`src/rtl/alu_decode.sv`:
```
// alu_decode: RV32 integer ALU-instruction decoder feeding a 2-entry skid buffer.
// The decoder turns R-type, I-type, LUI and AUIPC words into an ALU bundle.
// The skid buffer lets in_ready come straight from a register and still
// sustain one bundle per cycle.
// Optional feature: define ALU_DECODE_MUL_EN to decode R-type MUL
// (funct7 0000001, funct3 000) as alu_control 10. Without it, MUL is illegal.
module alu_decode (
   input  logic        clk,
   input  logic        reset,
   input  logic        in_valid,
   output logic        in_ready,
   input  logic [31:0] instr,
   input  logic [31:0] pc,
   output logic        out_valid,
   input  logic        out_ready,
   output logic [7:0]  alu_control,
   output logic [4:0]  rs1,
   output logic [4:0]  rs2,
   output logic [4:0]  rd,
   output logic [31:0] imm,
   output logic        use_imm,
   output logic        use_pc,
   output logic [31:0] pc_out,
   output logic        illegal
);

   localparam logic [7:0] ALU_ADD   = 8'd0;
   localparam logic [7:0] ALU_SUB   = 8'd1;
   localparam logic [7:0] ALU_AND   = 8'd2;
   localparam logic [7:0] ALU_OR    = 8'd3;
   localparam logic [7:0] ALU_XOR   = 8'd4;
   localparam logic [7:0] ALU_SLT   = 8'd5;
   localparam logic [7:0] ALU_SLTU  = 8'd6;
   localparam logic [7:0] ALU_SRA   = 8'd7;
   localparam logic [7:0] ALU_SRL   = 8'd8;
   localparam logic [7:0] ALU_SLL   = 8'd9;
`ifdef ALU_DECODE_MUL_EN
   localparam logic [7:0] ALU_MUL   = 8'd10;
`endif
   localparam logic [7:0] ALU_LUI   = 8'd11;
   localparam logic [7:0] ALU_AUIPC = 8'd12;

   localparam logic [6:0] OP_R     = 7'b0110011;
   localparam logic [6:0] OP_I     = 7'b0010011;
   localparam logic [6:0] OP_LUI   = 7'b0110111;
   localparam logic [6:0] OP_AUIPC = 7'b0010111;

   typedef struct packed {
      logic [7:0]  alu;
      logic [4:0]  rs1;
      logic [4:0]  rs2;
      logic [4:0]  rd;
      logic [31:0] imm;
      logic        use_imm;
      logic        use_pc;
      logic [31:0] pc_f;
      logic        ill;
   } bundle_t;

   typedef enum logic [1:0] {
      ST_EMPTY = 2'd0,
      ST_ONE   = 2'd1,
      ST_FULL  = 2'd2
   } state_t;

   logic [6:0] opcode_s;
   logic [2:0] funct3_s;
   logic [6:0] funct7_s;
   logic       legal_s;
   bundle_t    raw_s;
   bundle_t    dec_s;

   state_t     state_q, state_d;
   logic       in_ready_q, in_ready_d;
   logic       out_valid_q, out_valid_d;
   bundle_t    out_q, out_d;
   bundle_t    skid_q, skid_d;
   logic       accept_s;

   assign opcode_s = instr[6:0];
   assign funct3_s = instr[14:12];
   assign funct7_s = instr[31:25];
   assign accept_s = in_valid && in_ready_q;

   // Field extraction and operation selection; legal_s says whether raw_s is usable.
   always_comb begin
      raw_s      = '0;
      raw_s.pc_f = pc;
      legal_s    = 1'b0;
      case (opcode_s)
         OP_R: begin
            raw_s.rs1 = instr[19:15];
            raw_s.rs2 = instr[24:20];
            raw_s.rd  = instr[11:7];
            case (funct7_s)
               7'b0000000: begin
                  legal_s = 1'b1;
                  case (funct3_s)
                     3'b000:  raw_s.alu = ALU_ADD;
                     3'b001:  raw_s.alu = ALU_SLL;
                     3'b010:  raw_s.alu = ALU_SLT;
                     3'b011:  raw_s.alu = ALU_SLTU;
                     3'b100:  raw_s.alu = ALU_XOR;
                     3'b101:  raw_s.alu = ALU_SRL;
                     3'b110:  raw_s.alu = ALU_OR;
                     3'b111:  raw_s.alu = ALU_AND;
                     default: raw_s.alu = ALU_ADD;
                  endcase
               end
               7'b0100000: begin
                  case (funct3_s)
                     3'b000: begin
                        legal_s   = 1'b1;
                        raw_s.alu = ALU_SUB;
                     end
                     3'b101: begin
                        legal_s   = 1'b1;
                        raw_s.alu = ALU_SRA;
                     end
                     default: legal_s = 1'b0;
                  endcase
               end
               7'b0000001: begin
`ifdef ALU_DECODE_MUL_EN
                  if (funct3_s == 3'b000) begin
                     legal_s   = 1'b1;
                     raw_s.alu = ALU_MUL;
                  end else begin
                     legal_s   = 1'b0;
                  end
`else
                  legal_s = 1'b0;
`endif
               end
               default: legal_s = 1'b0;
            endcase
         end
         OP_I: begin
            raw_s.rs1     = instr[19:15];
            raw_s.rd      = instr[11:7];
            raw_s.use_imm = 1'b1;
            raw_s.imm     = {{20{instr[31]}}, instr[31:20]};
            case (funct3_s)
               3'b000: begin legal_s = 1'b1; raw_s.alu = ALU_ADD;  end
               3'b010: begin legal_s = 1'b1; raw_s.alu = ALU_SLT;  end
               3'b011: begin legal_s = 1'b1; raw_s.alu = ALU_SLTU; end
               3'b100: begin legal_s = 1'b1; raw_s.alu = ALU_XOR;  end
               3'b110: begin legal_s = 1'b1; raw_s.alu = ALU_OR;   end
               3'b111: begin legal_s = 1'b1; raw_s.alu = ALU_AND;  end
               3'b001: begin
                  raw_s.imm = {27'd0, instr[24:20]};
                  if (funct7_s == 7'b0000000) begin
                     legal_s   = 1'b1;
                     raw_s.alu = ALU_SLL;
                  end else begin
                     legal_s   = 1'b0;
                  end
               end
               3'b101: begin
                  raw_s.imm = {27'd0, instr[24:20]};
                  case (funct7_s)
                     7'b0000000: begin legal_s = 1'b1; raw_s.alu = ALU_SRL; end
                     7'b0100000: begin legal_s = 1'b1; raw_s.alu = ALU_SRA; end
                     default:    legal_s = 1'b0;
                  endcase
               end
               default: legal_s = 1'b0;
            endcase
         end
         OP_LUI: begin
            legal_s       = 1'b1;
            raw_s.alu     = ALU_LUI;
            raw_s.rd      = instr[11:7];
            raw_s.use_imm = 1'b1;
            raw_s.imm     = {12'd0, instr[31:12]};
         end
         OP_AUIPC: begin
            legal_s       = 1'b1;
            raw_s.alu     = ALU_AUIPC;
            raw_s.rd      = instr[11:7];
            raw_s.use_imm = 1'b1;
            raw_s.use_pc  = 1'b1;
            raw_s.imm     = {12'd0, instr[31:12]};
         end
         default: legal_s = 1'b0;
      endcase
   end

   // Illegal encodings collapse to a harmless ADD bundle with only pc kept.
   always_comb begin
      if (legal_s) begin
         dec_s = raw_s;
      end else begin
         dec_s      = '0;
         dec_s.pc_f = pc;
         dec_s.ill  = 1'b1;
      end
   end

   // Skid-buffer next state and data movement; in_ready/out_valid are precomputed for registering.
   always_comb begin
      state_d = state_q;
      out_d   = out_q;
      skid_d  = skid_q;
      case (state_q)
         ST_EMPTY: begin
            if (accept_s) begin
               state_d = ST_ONE;
               out_d   = dec_s;
            end else begin
               state_d = ST_EMPTY;
            end
         end
         ST_ONE: begin
            if (accept_s && out_ready) begin
               state_d = ST_ONE;
               out_d   = dec_s;
            end else if (accept_s) begin
               state_d = ST_FULL;
               skid_d  = dec_s;
            end else if (out_ready) begin
               state_d = ST_EMPTY;
            end else begin
               state_d = ST_ONE;
            end
         end
         ST_FULL: begin
            if (out_ready) begin
               state_d = ST_ONE;
               out_d   = skid_q;
            end else begin
               state_d = ST_FULL;
            end
         end
         default: state_d = ST_EMPTY;
      endcase
      in_ready_d  = (state_d != ST_FULL);
      out_valid_d = (state_d != ST_EMPTY);
   end

   // State, handshake and bundle registers; reset empties the buffer at once.
   always_ff @(posedge clk or posedge reset) begin
      if (reset) begin
         state_q     <= ST_EMPTY;
         in_ready_q  <= 1'b1;
         out_valid_q <= 1'b0;
         out_q       <= '0;
         skid_q      <= '0;
      end else begin
         state_q     <= state_d;
         in_ready_q  <= in_ready_d;
         out_valid_q <= out_valid_d;
         out_q       <= out_d;
         skid_q      <= skid_d;
      end
   end

   assign in_ready    = in_ready_q;
   assign out_valid   = out_valid_q;
   assign alu_control = out_q.alu;
   assign rs1         = out_q.rs1;
   assign rs2         = out_q.rs2;
   assign rd          = out_q.rd;
   assign imm         = out_q.imm;
   assign use_imm     = out_q.use_imm;
   assign use_pc      = out_q.use_pc;
   assign pc_out      = out_q.pc_f;
   assign illegal     = out_q.ill;

endmodule

```
`config.mk`:
```
export PLATFORM = sky130hd
export DESIGN_NAME = alu_decode
export DESIGN_NICKNAME = d
export VERILOG_FILES = /design/src/rtl/alu_decode.sv
export SDC_FILE = /design/constraint.sdc
export NUM_CORES = 1
export LEC_CHECK = 0
export BUFFER_PORTS_ARGS = -buffer_cell sky130_fd_sc_hd__buf_2
export CORE_ASPECT_RATIO = 1.2
export CORE_MARGIN = 5
export CORE_UTILIZATION = 40
export CTS_BUF_LIST = sky130_fd_sc_hd__clkbuf_2 sky130_fd_sc_hd__clkbuf_4 sky130_fd_sc_hd__clkbuf_8
export CTS_CLUSTER_SIZE = 30
export DETAILED_ROUTE_END_ITERATION = 7
export GPL_ROUTABILITY_DRIVEN = 0
export PLACE_DENSITY_LB_ADDON = 0.08
export SLEW_MARGIN = 20
export SYNTH_ARGS = -nofsm -noshare
export SYNTH_HDL_FRONTEND = slang
export SYNTH_SLANG_ARGS = --single-unit
```
`constraint.sdc`:
```
create_clock -name clk -period 6.8 [get_ports clk]
set_clock_uncertainty 0.2 [all_clocks]
set_input_delay 0.68 -clock clk [delete_from_list [all_inputs] [get_ports clk]]
set_output_delay 0.68 -clock clk [all_outputs]
set_load 0.03 [all_outputs]
```
==> results.tsv <==
metric	value	unit
top-area cell type share of the netlist area	0.545	
Top Ports	160	
Port-buffer cells	155	
leak pwr	0.00399	uW
Post CTS Setup Buffer Count	0	
post_cts resized	0	
DRT Pass-1 Iters	4	
initial antenna violation count	3	
RSZ-0062 raised after global routing	no	
Cell Area, Synth	7030	um^2
clk sinks	154	
drt first-iter violations	267	
Net count, final	923	
Post-Syn Instances	734	
Seq pwr share	0.386	
kind of critical path	input pin to flop	
Ys Warns	0	
Post-DP HPWL	12100	um
min cycle time layout	3.19	ns
layout cells sized above 1	0.284	
residual DRC count	0	
data required time of the critical path	6.96	ns
crit-path most repeated cell	o21ai_0	
Final Core Density	0.477	
Final ANT Viol Nets	0	
P&R area growth vs syn	18.0	%
highest clock rate	313	MHz
clock-pin slew of the registers on the worst-case setup and hold paths	0.08	ns
sequential area share after synthesis	0.548	
Worst Setup End Kind	flop	
Avg Synthesized Cell Area	9.58	um^2
number of synthesized register bits	154	
fin crit share	0.470	
Critical Path Start Type	input pin	
grt total ovfl	0	
number of global-route vias before repair	5907	
Distinct cells, synth	52	
final hold vios	0	
Starting Density	0.405	
Slew @ Worst Pin	1.16	ns
first-pass GRT wire length	30300	um
Post-Route WL	18500	um
max cap viols	0	
Synth area leader	dfrtp_1	
status	complete, no violations	
Core ar.	17400	um^2
Max Buffers Root-to-Sink	2	
die area	20300	um^2
number of fill cells	1705	
root buffer cell	clkbuf_8	
CTS Hold Bufs	0	
routed len/inst	17.0	um
Post-synth top flop	dfrtp_1	
Net Sw Frac	0.417	
Num CTS Buffers	17	
pin count of the biggest net entering global routing	119	
Slew headroom	0.220	
CP arrival	3.35	ns
clk_lat worst skew	0.44	ns
via/cell ratio	5.28	
crit path cell chain	buf_2, inv_1, ha_1, mux2i_1, a2111oi_2, and3_1, nand2b_1, o21ai_0, o21ai_0	
setup violators final	0	
Async SR Flop Fraction	1.00	
slowest CP cell	nand2b_1	
Peak VDD IR	0.172	mV
number of synthesized flops with an enable pin	0	
synth top area cells	dfrtp_1, nand2_1, mux2_2, o21ai_0, a21oi_1	
crit path max fanout	18	
Die Wd	131	um
clock power share	0.209	
power per cell area	431	nW/um^2
maximum level of the CTS H-tree	4	
Net Switching	1490	uW
Fin Setup TNS	0	ns
Pint	2090	uW
CTS tree	built	
Logic pwr share	0.405	
Final Max Slew Viols	0	
Die H	155	um
GRT Util Overall	0.188	
CP bufs+invs	2	
worst min path class	input pin to asynchronous set/reset pin	
Via Count	5715	
Row Count	53	
cell family with most CP delay	simple AND/OR/NAND/NOR gates	
crit-path max cell delay	0.62	ns
cells in the mapped netlist (all sizes together), types with 2 or more instances:
cell      n
a22o      5
nand2   154
a31o      5
a32oi     3
o21ai    70
a31oi    34
mux2     33
nor2b     2
nand3b    2
nand3     9
nor2     61
nor3b     2
and2      4
mux2i     2
nor4b     3
a21o      9
and3      6
nor3      6
buf      27
a22oi    10
inv       7
clkbuf   42
nor4      2
nand2b    5
a221o     5
ha        6
a21oi    51
dfrtp   153
routing by layer:
layer	track usage	vias to the layer above	part of all wire
li1	-	2745	-
met1	0.236	2779	0.42
met5	0	-	0.0017
met4	0.0642	4	0.024
met3	0.0474	29	0.062
met2	0.313	158	0.49
power by group through the flow:
stage	Clock, uW	Combinational [uW]	Sequential (uW)
6_report	748	1450	1380
5_1_grt	808	1600	1420
4_1_cts	775	1470	1380
3_5_place_dp	0	1460	1400
3_3_place_gp	0	1440	1390
2_1_floorplan	0	707	1750
state kept, by name (all words and copies together) (netlist names), 2 cells and up:
name and cells:
rd 5, skid_q 75, rs1 5, state_q 2, imm 21, pc_out 32, alu_control 4, rs2 5
cell usage in the layout, fill, tap and decap left out, types with 8 or more instances in the layout:
cell | Yosys | final
a21oi_1 | 51 | 50
clkbuf_8 | 0 | 21
o21ai_0 | 65 | 65
mux2_2 | 33 | 33
nand3_1 | 9 | 9
nor2_1 | 61 | 61
a31oi_1 | 34 | 34
a22oi_1 | 10 | 10
nand2_1 | 154 | 154
buf_2 | 3 | 155
dfrtp_1 | 153 | 153
a21o_1 | 9 | 8
per-stage QoR:
step	power, uW	std cells	setup slack [ns]	instance area [um^2]	hold WS, ns
3_5_place_dp	2860	1049	3.11	7830	0.264
4_1_cts	3630	1081	3.32	8270	0.186
5_1_grt	3830	1083	3.37	8300	0.201
3_3_place_gp	2830	1049	3.14	7830	0.257
6_report	3580	1083	3.61	8300	0.193
2_1_floorplan	2460	737	1.77	7040	0.243
logic make-up (layout without fill, tap and decap cells):
family | after synthesis | in the layout | share of synthesized area
and+or+nand+nor | 260 | 260 | 0.158
adders and majority gates | 6 | 6 | 0.0107
muxes | 35 | 35 | 0.0557
DFF | 154 | 154 | 0.548
other | 1 | 5 | 0.000533
xor gates and xnor gates | 1 | 1 | 0.00125
AOI/OAI and AO/OA | 201 | 201 | 0.173
buffers and inverters | 76 | 201 | 0.0523
worst paths after layout:
| check | from | to | slack [ns] | cells past startpoint |
|---|---|---|---|---|
| worst max-delay path | instr[13] | skid_q[84] | 3.61 | 9 |
| worst min-delay path | reset | skid_q[20] | 0.19 | 2 |
| worst max register to register | in_ready | imm[13] | 3.68 | 9 |
| worst min register to register | skid_q[46] | skid_q[46] | 0.28 | 2 |
| max in group asynchronous | reset | skid_q[12] | 4.79 | 3 |
| min in group clk | instr[8] | skid_q[68] | 0.27 | 3 |
area by class of cell:
| class | instances | area, um^2 | area share |
|---|---|---|---|
| Clock buffer | 25 | 319 | 0.0385 |
| Tap cell | 220 | 275 | 0.0332 |
| Sequential cell | 154 | 3850 | 0.465 |
| Timing Repair Buffer | 162 | 848 | 0.102 |
| Antenna cell | 1 | 2.50 | 0.000302 |
| Clock inverter | 7 | 113 | 0.0136 |
| Inverter | 7 | 31.3 | 0.00377 |
| Multi-Input combinational cell | 507 | 2850 | 0.344 |
(Power assumes the default switching activity.)
